===== config.mk =====
export PLATFORM = sky130hd
export DESIGN_NAME = csr_file
export DESIGN_NICKNAME = d
export VERILOG_FILES = /design/src/rtl/csr_file.sv
export SDC_FILE = /design/constraint.sdc
export NUM_CORES = 1
export LEC_CHECK = 0
export ABC_AREA = 0
export BUFFER_PORTS_ARGS = -buffer_cell sky130_fd_sc_hd__buf_2
export CAP_MARGIN = 15
export CORE_ASPECT_RATIO = 0.5
export CORE_MARGIN = 2
export CORE_UTILIZATION = 35
export DETAILED_ROUTE_END_ITERATION = 7
export GPL_ROUTABILITY_DRIVEN = 0
export PLACE_DENSITY = 0.65
export SETUP_SLACK_MARGIN = 0.02
export SYNTH_ARGS = -nofsm -noshare
export SYNTH_HDL_FRONTEND = slang
export SYNTH_SLANG_ARGS = --single-unit

===== constraint.sdc =====
create_clock -name clk -period 5.46 [get_ports clk]
set_input_delay 1.092 -clock clk [delete_from_list [all_inputs] [get_ports clk]]
set_output_delay 1.092 -clock clk [all_outputs]
set_load 0.03 [all_outputs]

===== src/rtl/csr_file.sv =====
// Machine-mode CSR unit: cycle/instret/event counters, trap state and the
// CSRRW/CSRRS/CSRRC read-modify-write path, with combinational read data.
module csr_file #(
  parameter int unsigned     XLEN      = 64,
  parameter int unsigned     NUM_HPM   = 2,
  parameter logic [XLEN-1:0] RESET_VEC = XLEN'(64'h8000_0000)
) (
  input  logic                                    clk,
  input  logic                                    rst,
  input  logic [11:0]                             csr_addr,
  input  logic                                    csr_rena,
  input  logic                                    csr_wena,
  input  logic [1:0]                              csr_op,
  input  logic [XLEN-1:0]                         rs1_data,
  output logic [XLEN-1:0]                         csr_data,
  output logic                                    csr_illegal,
  input  logic                                    inst_retire,
  input  logic [((NUM_HPM > 0) ? NUM_HPM : 1)-1:0] hpm_event,
  input  logic                                    trap_valid,
  input  logic [XLEN-1:0]                         trap_pc,
  input  logic [XLEN-1:0]                         trap_cause,
  input  logic                                    mret,
  output logic [XLEN-1:0]                         trap_vec,
  output logic [XLEN-1:0]                         epc,
  output logic                                    mie
);

  localparam int unsigned     HPM_N      = (NUM_HPM > 0) ? NUM_HPM : 1;
  localparam logic [1:0]      CSR_RW     = 2'b01;
  localparam logic [1:0]      CSR_RS     = 2'b10;
  localparam logic [1:0]      CSR_RC     = 2'b11;
  localparam logic [XLEN-1:0] ALIGN_MASK = ~XLEN'(3);

  logic [XLEN-1:0] mcycle_q,   mcycle_d;
  logic [XLEN-1:0] minstret_q, minstret_d;
  logic [XLEN-1:0] hpm_q [HPM_N];
  logic [XLEN-1:0] hpm_d [HPM_N];
  logic [XLEN-1:0] mtvec_q,    mtvec_d;
  logic [XLEN-1:0] mscratch_q, mscratch_d;
  logic [XLEN-1:0] mepc_q,     mepc_d;
  logic [XLEN-1:0] mcause_q,   mcause_d;
  logic            mie_q,      mie_d;
  logic            mpie_q,     mpie_d;

  logic [XLEN-1:0] rdata;
  logic [XLEN-1:0] wdata;
  logic            hit;
  logic            read_only;
  logic            wr_en;

  // Address decode and raw read value; rdata is also the "old" value for RS/RC.
  always_comb begin
    // NOTE: every signal gets a default first, so no path leaves one unassigned and no latch is inferred.
    rdata = '0;
    hit   = 1'b0;
    case (csr_addr)
      12'h300: begin
        hit         = 1'b1;
        rdata[3]    = mie_q;
        rdata[7]    = mpie_q;
        rdata[12:11] = 2'b11;
      end
      12'h305:          begin hit = 1'b1; rdata = mtvec_q;    end
      12'h340:          begin hit = 1'b1; rdata = mscratch_q; end
      12'h341:          begin hit = 1'b1; rdata = mepc_q;     end
      12'h342:          begin hit = 1'b1; rdata = mcause_q;   end
      12'hB00, 12'hC00: begin hit = 1'b1; rdata = mcycle_q;   end
      12'hB02, 12'hC02: begin hit = 1'b1; rdata = minstret_q; end
      default: ;
    endcase
    for (int i = 0; i < int'(NUM_HPM); i++) begin
      if (csr_addr == 12'(12'hB03 + i) || csr_addr == 12'(12'hC03 + i)) begin
        hit   = 1'b1;
        rdata = hpm_q[i];
      end
    end
  end

  assign read_only   = hit && (csr_addr[11:8] == 4'hC);
  assign csr_illegal = (csr_rena | csr_wena) & (~hit | (csr_wena & read_only));
  assign csr_data    = (csr_rena && !csr_illegal) ? rdata : '0;
  assign wr_en       = csr_wena && !csr_illegal && (csr_op != 2'b00);

  always_comb begin
    case (csr_op)
      CSR_RW:  wdata = rs1_data;
      CSR_RS:  wdata = rdata | rs1_data;
      CSR_RC:  wdata = rdata & ~rs1_data;
      default: wdata = rdata;
    endcase
  end

  // Next state: counters count, a CSR write overrides, trap/mret override the write.
  always_comb begin
    mcycle_d   = mcycle_q + XLEN'(1);
    minstret_d = minstret_q + XLEN'(inst_retire);
    for (int i = 0; i < int'(HPM_N); i++) begin
      hpm_d[i] = hpm_q[i];
    end
    for (int i = 0; i < int'(NUM_HPM); i++) begin
      hpm_d[i] = hpm_q[i] + XLEN'(hpm_event[i]);
    end
    mtvec_d    = mtvec_q;
    mscratch_d = mscratch_q;
    mepc_d     = mepc_q;
    mcause_d   = mcause_q;
    mie_d      = mie_q;
    mpie_d     = mpie_q;

    if (wr_en) begin
      case (csr_addr)
        12'h300: begin
          mie_d  = wdata[3];
          mpie_d = wdata[7];
        end
        12'h305: mtvec_d    = wdata & ALIGN_MASK;
        12'h340: mscratch_d = wdata;
        12'h341: mepc_d     = wdata & ALIGN_MASK;
        12'h342: mcause_d   = wdata;
        12'hB00: mcycle_d   = wdata;
        12'hB02: minstret_d = wdata;
        default: ;
      endcase
      for (int i = 0; i < int'(NUM_HPM); i++) begin
        if (csr_addr == 12'(12'hB03 + i)) hpm_d[i] = wdata;
      end
    end

    if (trap_valid) begin
      mepc_d   = trap_pc & ALIGN_MASK;
      mcause_d = trap_cause;
      mpie_d   = mie_q;
      mie_d    = 1'b0;
    end else if (mret) begin
      mie_d  = mpie_q;
      mpie_d = 1'b1;
    end
  end

  always_ff @(posedge clk or negedge rst) begin
    if (!rst) begin
      mcycle_q   <= '0;
      minstret_q <= '0;
      // NOTE: the counter array is plain flops, not a RAM, so resetting every entry is cheap and required.
      for (int i = 0; i < int'(HPM_N); i++) begin
        hpm_q[i] <= '0;
      end
      mtvec_q    <= RESET_VEC & ALIGN_MASK;
      mscratch_q <= '0;
      mepc_q     <= '0;
      mcause_q   <= '0;
      mie_q      <= 1'b0;
      mpie_q     <= 1'b0;
    end else begin
      // NOTE: non-blocking assignments so every register samples the pre-edge values.
      mcycle_q   <= mcycle_d;
      minstret_q <= minstret_d;
      for (int i = 0; i < int'(HPM_N); i++) begin
        hpm_q[i] <= hpm_d[i];
      end
      mtvec_q    <= mtvec_d;
      mscratch_q <= mscratch_d;
      mepc_q     <= mepc_d;
      mcause_q   <= mcause_d;
      mie_q      <= mie_d;
      mpie_q     <= mpie_d;
    end
  end

  assign trap_vec = mtvec_q;
  assign epc      = mepc_q;
  assign mie      = mie_q;

endmodule

==> results of run 1 <==
## state kept, by name, summed over array words and instances (netlist names), 62 cells and up
name        cells
hpm_q         128
mcycle_q       64
mcause_q       64
mscratch_q     64
minstret_q     64
trap_vec       62
epc            62
## cell type report
class                           count  area (um2)
Timing Repair Buffer              489        2810
Fill cell                        8612       50800
Tap cell                         1170        1460
Sequential cell                   510       12800
Antenna cell                        5        12.5
Inverter                           16        60.1
Multi-Input combinational cell   2716       16900
Clock inverter                     18         195
Clock buffer                       76        1480
## routing by layer
layer  part of all wire, %  global-route usage [%]  up-vias
li1                      -                       -    13200
met1                    38                    31.1    14600
met2                    48                    43.7     1358
met3                   6.5                    3.23      398
met4                   7.4                    16.9        0
met5                     0                       0        -
## cells in the mapped netlist (60+ instances only)
| master | number | area (um2) |
|---|---|---|
| nand4_1 | 60 | 375 |
| nor3b_1 | 94 | 706 |
| dfrtp_1 | 509 | 12700 |
| nor2_1 | 242 | 908 |
| mux2i_1 | 76 | 761 |
| o21ai_0 | 308 | 1540 |
| xnor2_1 | 219 | 1920 |
| a22oi_1 | 148 | 1110 |
| nand2_1 | 430 | 1610 |
| a21oi_1 | 284 | 1420 |
| nand3_1 | 123 | 616 |
| clkbuf_1 | 174 | 653 |
| o21ai_1 | 70 | 350 |
| nor3_1 | 94 | 470 |
| xor2_1 | 84 | 736 |
## worst min-delay path, stage by stage, from the launching register on
cell     delay [ns]
dfrtp_1        0.34
nand2_1        0.05
o21ai_0        0.06
## cell usage in the layout, fill, tap and decap left out, types with 9 or more instances in the layout
cell type / synthesis / final
a211oi_1: 10 / 10
a21oi_1: 284 / 284
a221o_1: 28 / 28
a221oi_1: 24 / 24
a22o_1: 30 / 30
a22oi_1: 148 / 148
and2_1: 34 / 34
and3_1: 47 / 47
and4_1: 28 / 28
buf_12: 0 / 9
buf_2: 57 / 398
buf_4: 11 / 78
clkbuf_1: 174 / 16
clkbuf_16: 0 / 53
clkinv_2: 0 / 12
dfrtp_1: 509 / 509
inv_1: 16 / 16
mux2_1: 17 / 17
mux2_2: 51 / 51
mux2i_1: 76 / 76
nand2_1: 430 / 429
nand2b_1: 9 / 9
nand3_1: 123 / 122
nand4_1: 60 / 60
nor2_1: 242 / 241
nor2b_1: 14 / 11
nor3_1: 94 / 91
nor3b_1: 94 / 94
nor4_1: 14 / 14
o21ai_0: 308 / 308
o21ai_1: 70 / 70
o22ai_1: 24 / 24
o2bb2ai_1: 30 / 30
or3_1: 12 / 10
xnor2_1: 219 / 219
xor2_1: 84 / 84
## metrics by stage
step / utilization (%) / power [mW] / hold slack, ns / instances
after floorplan: - / 4.91 / 0.449 / 3503
after CTS: 41.3 / 9.08 / 0.484 / 4994
after detailed placement: 39.3 / 5.46 / 0.471 / 4900
final: 41.3 / 9.07 / 0.484 / 5000
after global placement: 39.3 / 5.43 / 0.461 / 4899
after global routing: 41.3 / 9.38 / 0.505 / 4999
## power groups by stage
stage	clock network [mW]	logic (mW)	registers [mW]
global placement	0	1.21	4.22
detailed placement	0	1.24	4.22
floorplan	0	0.669	4.24
global route	3.85	1.35	4.18
finish	3.66	1.25	4.16
CTS	3.68	1.25	4.15
## worst max-delay path by stage
stage,to,cells after the start,startpoint
after floorplan,csr_data[17],7,csr_addr[3]
after global placement,csr_data[51],8,csr_addr[1]
after detailed placement,csr_data[24],10,csr_addr[2]
after CTS,csr_data[24],10,csr_addr[2]
after global routing,csr_data[2],10,csr_addr[7]
final,csr_data[14],8,csr_addr[0]
## logic make-up (layout without fill, tap and decap cells)
logic type / count (synthesis) / after routing / synth area share, %
flip-flops: 510 / 510 / 41.5
AND/OR/NAND/NOR: 1241 / 1241 / 20.0
buffers and inverters: 277 / 599 / 3.82
XOR/XNOR: 303 / 303 / 8.63
adder cells (fa/ha/maj): 7 / 7 / 0.285
multiplexers: 144 / 144 / 4.96
AO/OA/AOI/OAI: 1017 / 1017 / 20.8
other: 1 / 9 / 0.0122
==> metrics.md, run 1 <==
| Metric | Value |
|---|---|
| Status | complete, no violations |
| Total negative slack | 0 ns |
| Library cells used by synthesis | 86 |
| Reg-to-reg critical path startpoint | hpm_q[74]$_DFF_PN0_ |
| Synthesized area | 30,800 um2 |
| Top Family by Delay on Critical Path | simple AND/OR/NAND/NOR gates |
| Synthesis-to-layout area growth | 16.1% |
| I/O pin total | 409 |
| Wire per inst | 24.1 um |
| CP Max Fanout | 20 |
| Crit path max-delay cell type | nor3_1 |
| Clk sinks | 510 |
| Reg2reg setup slack | 1.90 ns |
| Worst-path clk slew | 0.06 ns |
| Max VDD drop | 0.232 mV |
| # setup viols final | 0 |
| Register area share after synthesis | 41.5% |
| Vias | 29,600 |
| Vias in the first global route | 28,000 |
| P_int | 6.48 mW |
| Worst hold endpoint | mscratch_q[20]$_DFFE_PN0P_ |
| Reg2reg end | hpm_q[112]$_DFF_PN0_ |
| Worst EP required | 4.37 ns |
| Cells after Synth | 3,500 |
| Htree depth | 2 |
| Leakage power | 15.2 nW |
| Flop pwr share | 45.9% |
| Die area | 90,400 um2 |
| MaxCap Viol Count | 0 |
| Net switching fraction of the power | 28.6% |
| First drt pass iteration count | 6 |
| Synth warn | 0 |
| Synthesized area per cell | 8.79 um2 |
| Worst-Margin Slew | 1.34 ns |
| CTS tree | yes |
| Worst Reg-to-Reg Cells | 7 |
| Antenna viol nets, final | 0 |
| P_sw | 2.59 mW |
| Final nets | 4,007 |
| Final WL | 121,000 um |
| Hold Crit Class | reg -> reg |
| Largest net degree at the start of global routing | 131 |
| CP Capture Type | output pin |
| Via density | 5.91 |
| Worst-Skew Late Latency | 0.61 ns |
| Max Clock Skew | 0.0171 ns |
| CTS Buf Count | 52 |
| Max-slew violations | 0 |
| Primary FF master, synth | dfrtp_1 |
| Max clock buf depth | 3 |
| Final Hold Fails | 0 |
| DRC | 0 |
| Fin area | 35,700 um2 |
| Gr usage total | 25.7% |
| DPL Wire Length | 89,500 um |
| Crit Path Category | in -> out |
| Period minus WS final | 5.07 ns |
| Combinational Power Share | 13.8% |
| Post-CTS Resized | 0 |
| # hold bufs at CTS | 0 |
| Clock share of power | 40.3% |
| Crit start category | primary input |
| Cell Chain, Critical Path | buf_2, nand2b_1, a2111oi_4, buf_4, a22o_1, nor3_1, nor3_1, buf_2 |
| Die W | 423 um |
| Gr ovfl total | 0 |
| Worst stage delay on the critical path | 1.05 ns |
| Drt initial violations | 3,371 |
| Initial antenna violation count | 5 |
| Worst path bufs/invs | 3 |
| Core region area | 86,500 um2 |
| Hold Path Stages | 2 |
| Total setup buffers inserted after CTS | 0 |
| Fmax | 197 MHz |
| Placed Area | 34,000 um2 |
| Arrival time worst endpoint | 3.98 ns |
| Hold_sp | mscratch_q[20]$_DFFE_PN0P_ |
| Setup WS post-layout | 0.386 ns |
| Root Buffer | clkbuf_16 |
| Die Ht | 214 um |
| Pre-CTS setup slack | 0.535 ns |
| Ratio of cells with drive above 1 in the final layout | 17.9% |
| Starting Density | 35.6% |
| Slew HR | 9.93% |
| Ys async rst share | 100% |
| Number of flops mapped to enable cells by yosys | 0 |
| RSZ-0062 raised after global routing | false |
| Seq cells post-synth | 510 |
| Fin crit share | 92.9% |
| First-pass GRT wire length | 177,000 um |
| PortBufs | 402 |
| Pwr Density | 254 nW/um2 |
| Rows | 76 |
(Power assumes the default switching activity.)
==> inputs of run 2 (changes only) <==
--- a/config.mk
+++ b/config.mk
@@ -11,6 +11,7 @@
 export CORE_ASPECT_RATIO = 0.5
 export CORE_MARGIN = 2
 export CORE_UTILIZATION = 35
+export CTS_BUF_LIST = sky130_fd_sc_hd__clkbuf_2 sky130_fd_sc_hd__clkbuf_4 sky130_fd_sc_hd__clkbuf_8
 export DETAILED_ROUTE_END_ITERATION = 7
 export GPL_ROUTABILITY_DRIVEN = 0
 export PLACE_DENSITY = 0.65
==> constraint.sdc (replaced) <==
create_clock -name clk -period 5.46 [get_ports clk]
set_input_delay 1.092 -clock clk [delete_from_list [all_inputs] [get_ports clk]]
set_output_delay 1.092 -clock clk [all_outputs]
set_load 0.05 [all_outputs]
==> run 2 against run 1 <==
Compared with the run above: sequential share of layout area is 0.49 points lower; design area is 1.4% higher; total power is 0.52% higher; worst setup slack better by 0.057 ns; die area stayed put; critical path depth is 3 higher; clock-buffer cell count is 63 higher.
==> metrics.md, run 2 (synthesis results as in run 1) <==
| Metric | Value |
|---|---|
| Max Clock Skew | 0.0278 ns (+0.0107 ns) |
| Clk sinks | 510 (unchanged) |
| RSZ-0062 raised after global routing | false |
| CP Capture Type | output pin |
| First drt pass iteration count | 8 (+2) |
| DRC | 0 (unchanged) |
| Core region area | 86,500 um2 (unchanged) |
| Worst EP required | 4.37 ns (about the same) |
| Reg-to-reg critical path startpoint | hpm_q[74]$_DFF_PN0_ |
| Wire per inst | 23.9 um (-0.97%) |
| Fmax | 199 MHz (+1.1%) |
| Crit Path Category | in -> out |
| Max clock buf depth | 3 (unchanged) |
| Synthesis-to-layout area growth | 17.7% |
| Gr ovfl total | 0 (unchanged) |
| CTS Buf Count | 84 (+62%) |
| Largest net degree at the start of global routing | 132 (+0.76%) |
| Pwr Density | 252 nW/um2 (-0.85%) |
| Final Non-Filler Cells | 5,054 (+1.1%) |
| MaxCap Viol Count | 0 (unchanged) |
| Most frequent cells in the layout | dfrtp_1 (509), nand2_1 (429), buf_2 (378), o21ai_0 (308), a21oi_1 (284) |
| CP Max Fanout | 32 (+60%) |
| Max-slew violations | 0 (unchanged) |
| Antenna viol nets, final | 0 (unchanged) |
| Gr usage total | 25.7% (about the same) |
| # hold bufs at CTS | 0 (unchanged) |
| Top reg by flops | hpm_q |
| Worst-Skew Late Latency | 0.70 ns (+0.09 ns) |
| Fin crit share | 91.9% (-1.0 points) |
| Status | complete, no violations |
| CTS tree | yes |
| Drt initial violations | 3,302 (-2.0%) |
| Rows | 76 (unchanged) |
| Period minus WS final | 5.02 ns (-0.0568 ns) |
| Placed Instances | 4,900 (unchanged) |
| Die area | 90,400 um2 (unchanged) |
| Via density | 5.87 (-0.72%) |
| Slew HR | 25.5% (+16 points) |
| Initial antenna violation count | 6 (+1) |
| Total negative slack | 0 ns (unchanged) |
| Vias | 29,700 (+0.35%) |
| Final WL | 121,000 um (+0.10%) |
| Worst Reg-to-Reg Cells | 7 (unchanged) |
| First-pass GRT wire length | 176,000 um (-0.26%) |
| Hold Crit Class | in -> async |
| Leakage power | 15.4 nW (+1.3%) |
| # setup viols final | 0 (unchanged) |
| Worst-Margin Slew | 1.11 ns (-0.233 ns) |
| Die Ht | 214 um (unchanged) |
| Worst-path clk slew | 0.06 ns (about the same) |
| Max VDD drop | 0.147 mV (-37%) |
| Starting Density | 35.6% (unchanged) |
| Arrival time worst endpoint | 3.92 ns (-0.06 ns) |
| Final core occ | 41.9% (+0.57 points) |
| Max reg flops | 128 (unchanged) |
| Final nets | 4,040 (+0.82%) |
| Reg2reg setup slack | 1.98 ns (+0.08 ns) |
| Final Hold Fails | 0 (unchanged) |
| DPL Wire Length | 88,300 um (-1.3%) |
| Overall Power | 9.12 mW (+0.52%) |
| Ratio of cells with drive above 1 in the final layout | 19.4% (+1.5 points) |
| Total setup buffers inserted after CTS | 0 (unchanged) |
| I/O pin total | 409 (unchanged) |
| Die W | 423 um (unchanged) |
| PortBufs | 402 (unchanged) |
| Htree depth | 3 (+1) |
| Crit start category | primary input |
| Root Buffer | clkbuf_8 |
| Reg2reg end | hpm_q[116]$_DFF_PN0_ |
| Vias in the first global route | 28,100 (+0.43%) |
| Post-CTS Resized | 0 (unchanged) |
| Most common cell after layout, fill and taps aside | dfrtp_1 |
| Worst Setup SP | csr_addr[2] |
==> run 2: area by class of cell <==
type | instances | area (um2)
Fill cell | 8592 | 50300
Multi-Input combinational cell | 2716 | 16900
Sequential cell | 510 | 12800
Timing Repair Buffer | 490 | 3190
Clock buffer | 139 | 1740
Tap cell | 1170 | 1460
Inverter | 16 | 60.1
Clock inverter | 6 | 43.8
Antenna cell | 7 | 17.5
==> run 2: metrics by stage <==
step	instance area [um2]	setup WS, ns	hold WS (ns)
2_1_floorplan	30800	0.536	0.449
3_3_place_gp	34400	0.529	0.461
3_5_place_dp	34400	0.562	0.471
4_1_cts	36200	0.556	0.449
5_1_grt	36200	0.362	0.473
6_report	36200	0.443	0.448
==> run 2: worst max path at each step <==
| stage | end | slack (ns) |
|---|---|---|
| 2_1_floorplan | csr_data[17] | 0.54 |
| 5_1_grt | csr_data[13] | 0.36 |
| 3_5_place_dp | csr_data[13] | 0.56 |
| 3_3_place_gp | csr_data[13] | 0.53 |
| 4_1_cts | csr_data[13] | 0.56 |
| 6_report | csr_data[10] | 0.44 |
==> run 2: where the power goes <==
part | internal, mW | total (mW) | switching (mW)
sequential | 3.97 | 4.16 | 0.195
clock | 2.00 | 3.64 | 1.64
combinational | 0.450 | 1.32 | 0.872
total | 6.41 | 9.12 | 2.71
==> run 2: critical path, stage by stage <==
cell	delay, ns
buf_2	0.18
nor4_4	0.48
nand2_1	0.14
a211oi_1	0.39
nor3_1	0.15
a21oi_1	0.16
buf_4	0.13
nand2_2	0.25
buf_12	0.28
nor3_1	0.31
buf_2	0.34
==> run 2: routing by layer <==
layer / GRT usage (%) / up-vias / share of wire (%)
li1: - / 13300 / -
met1: 30.9 / 14600 / 38
met2: 43.5 / 1353 / 48
met3: 3.89 / 392 / 6.6
met4: 16.8 / 0 / 7.1
met5: 0 / - / 0
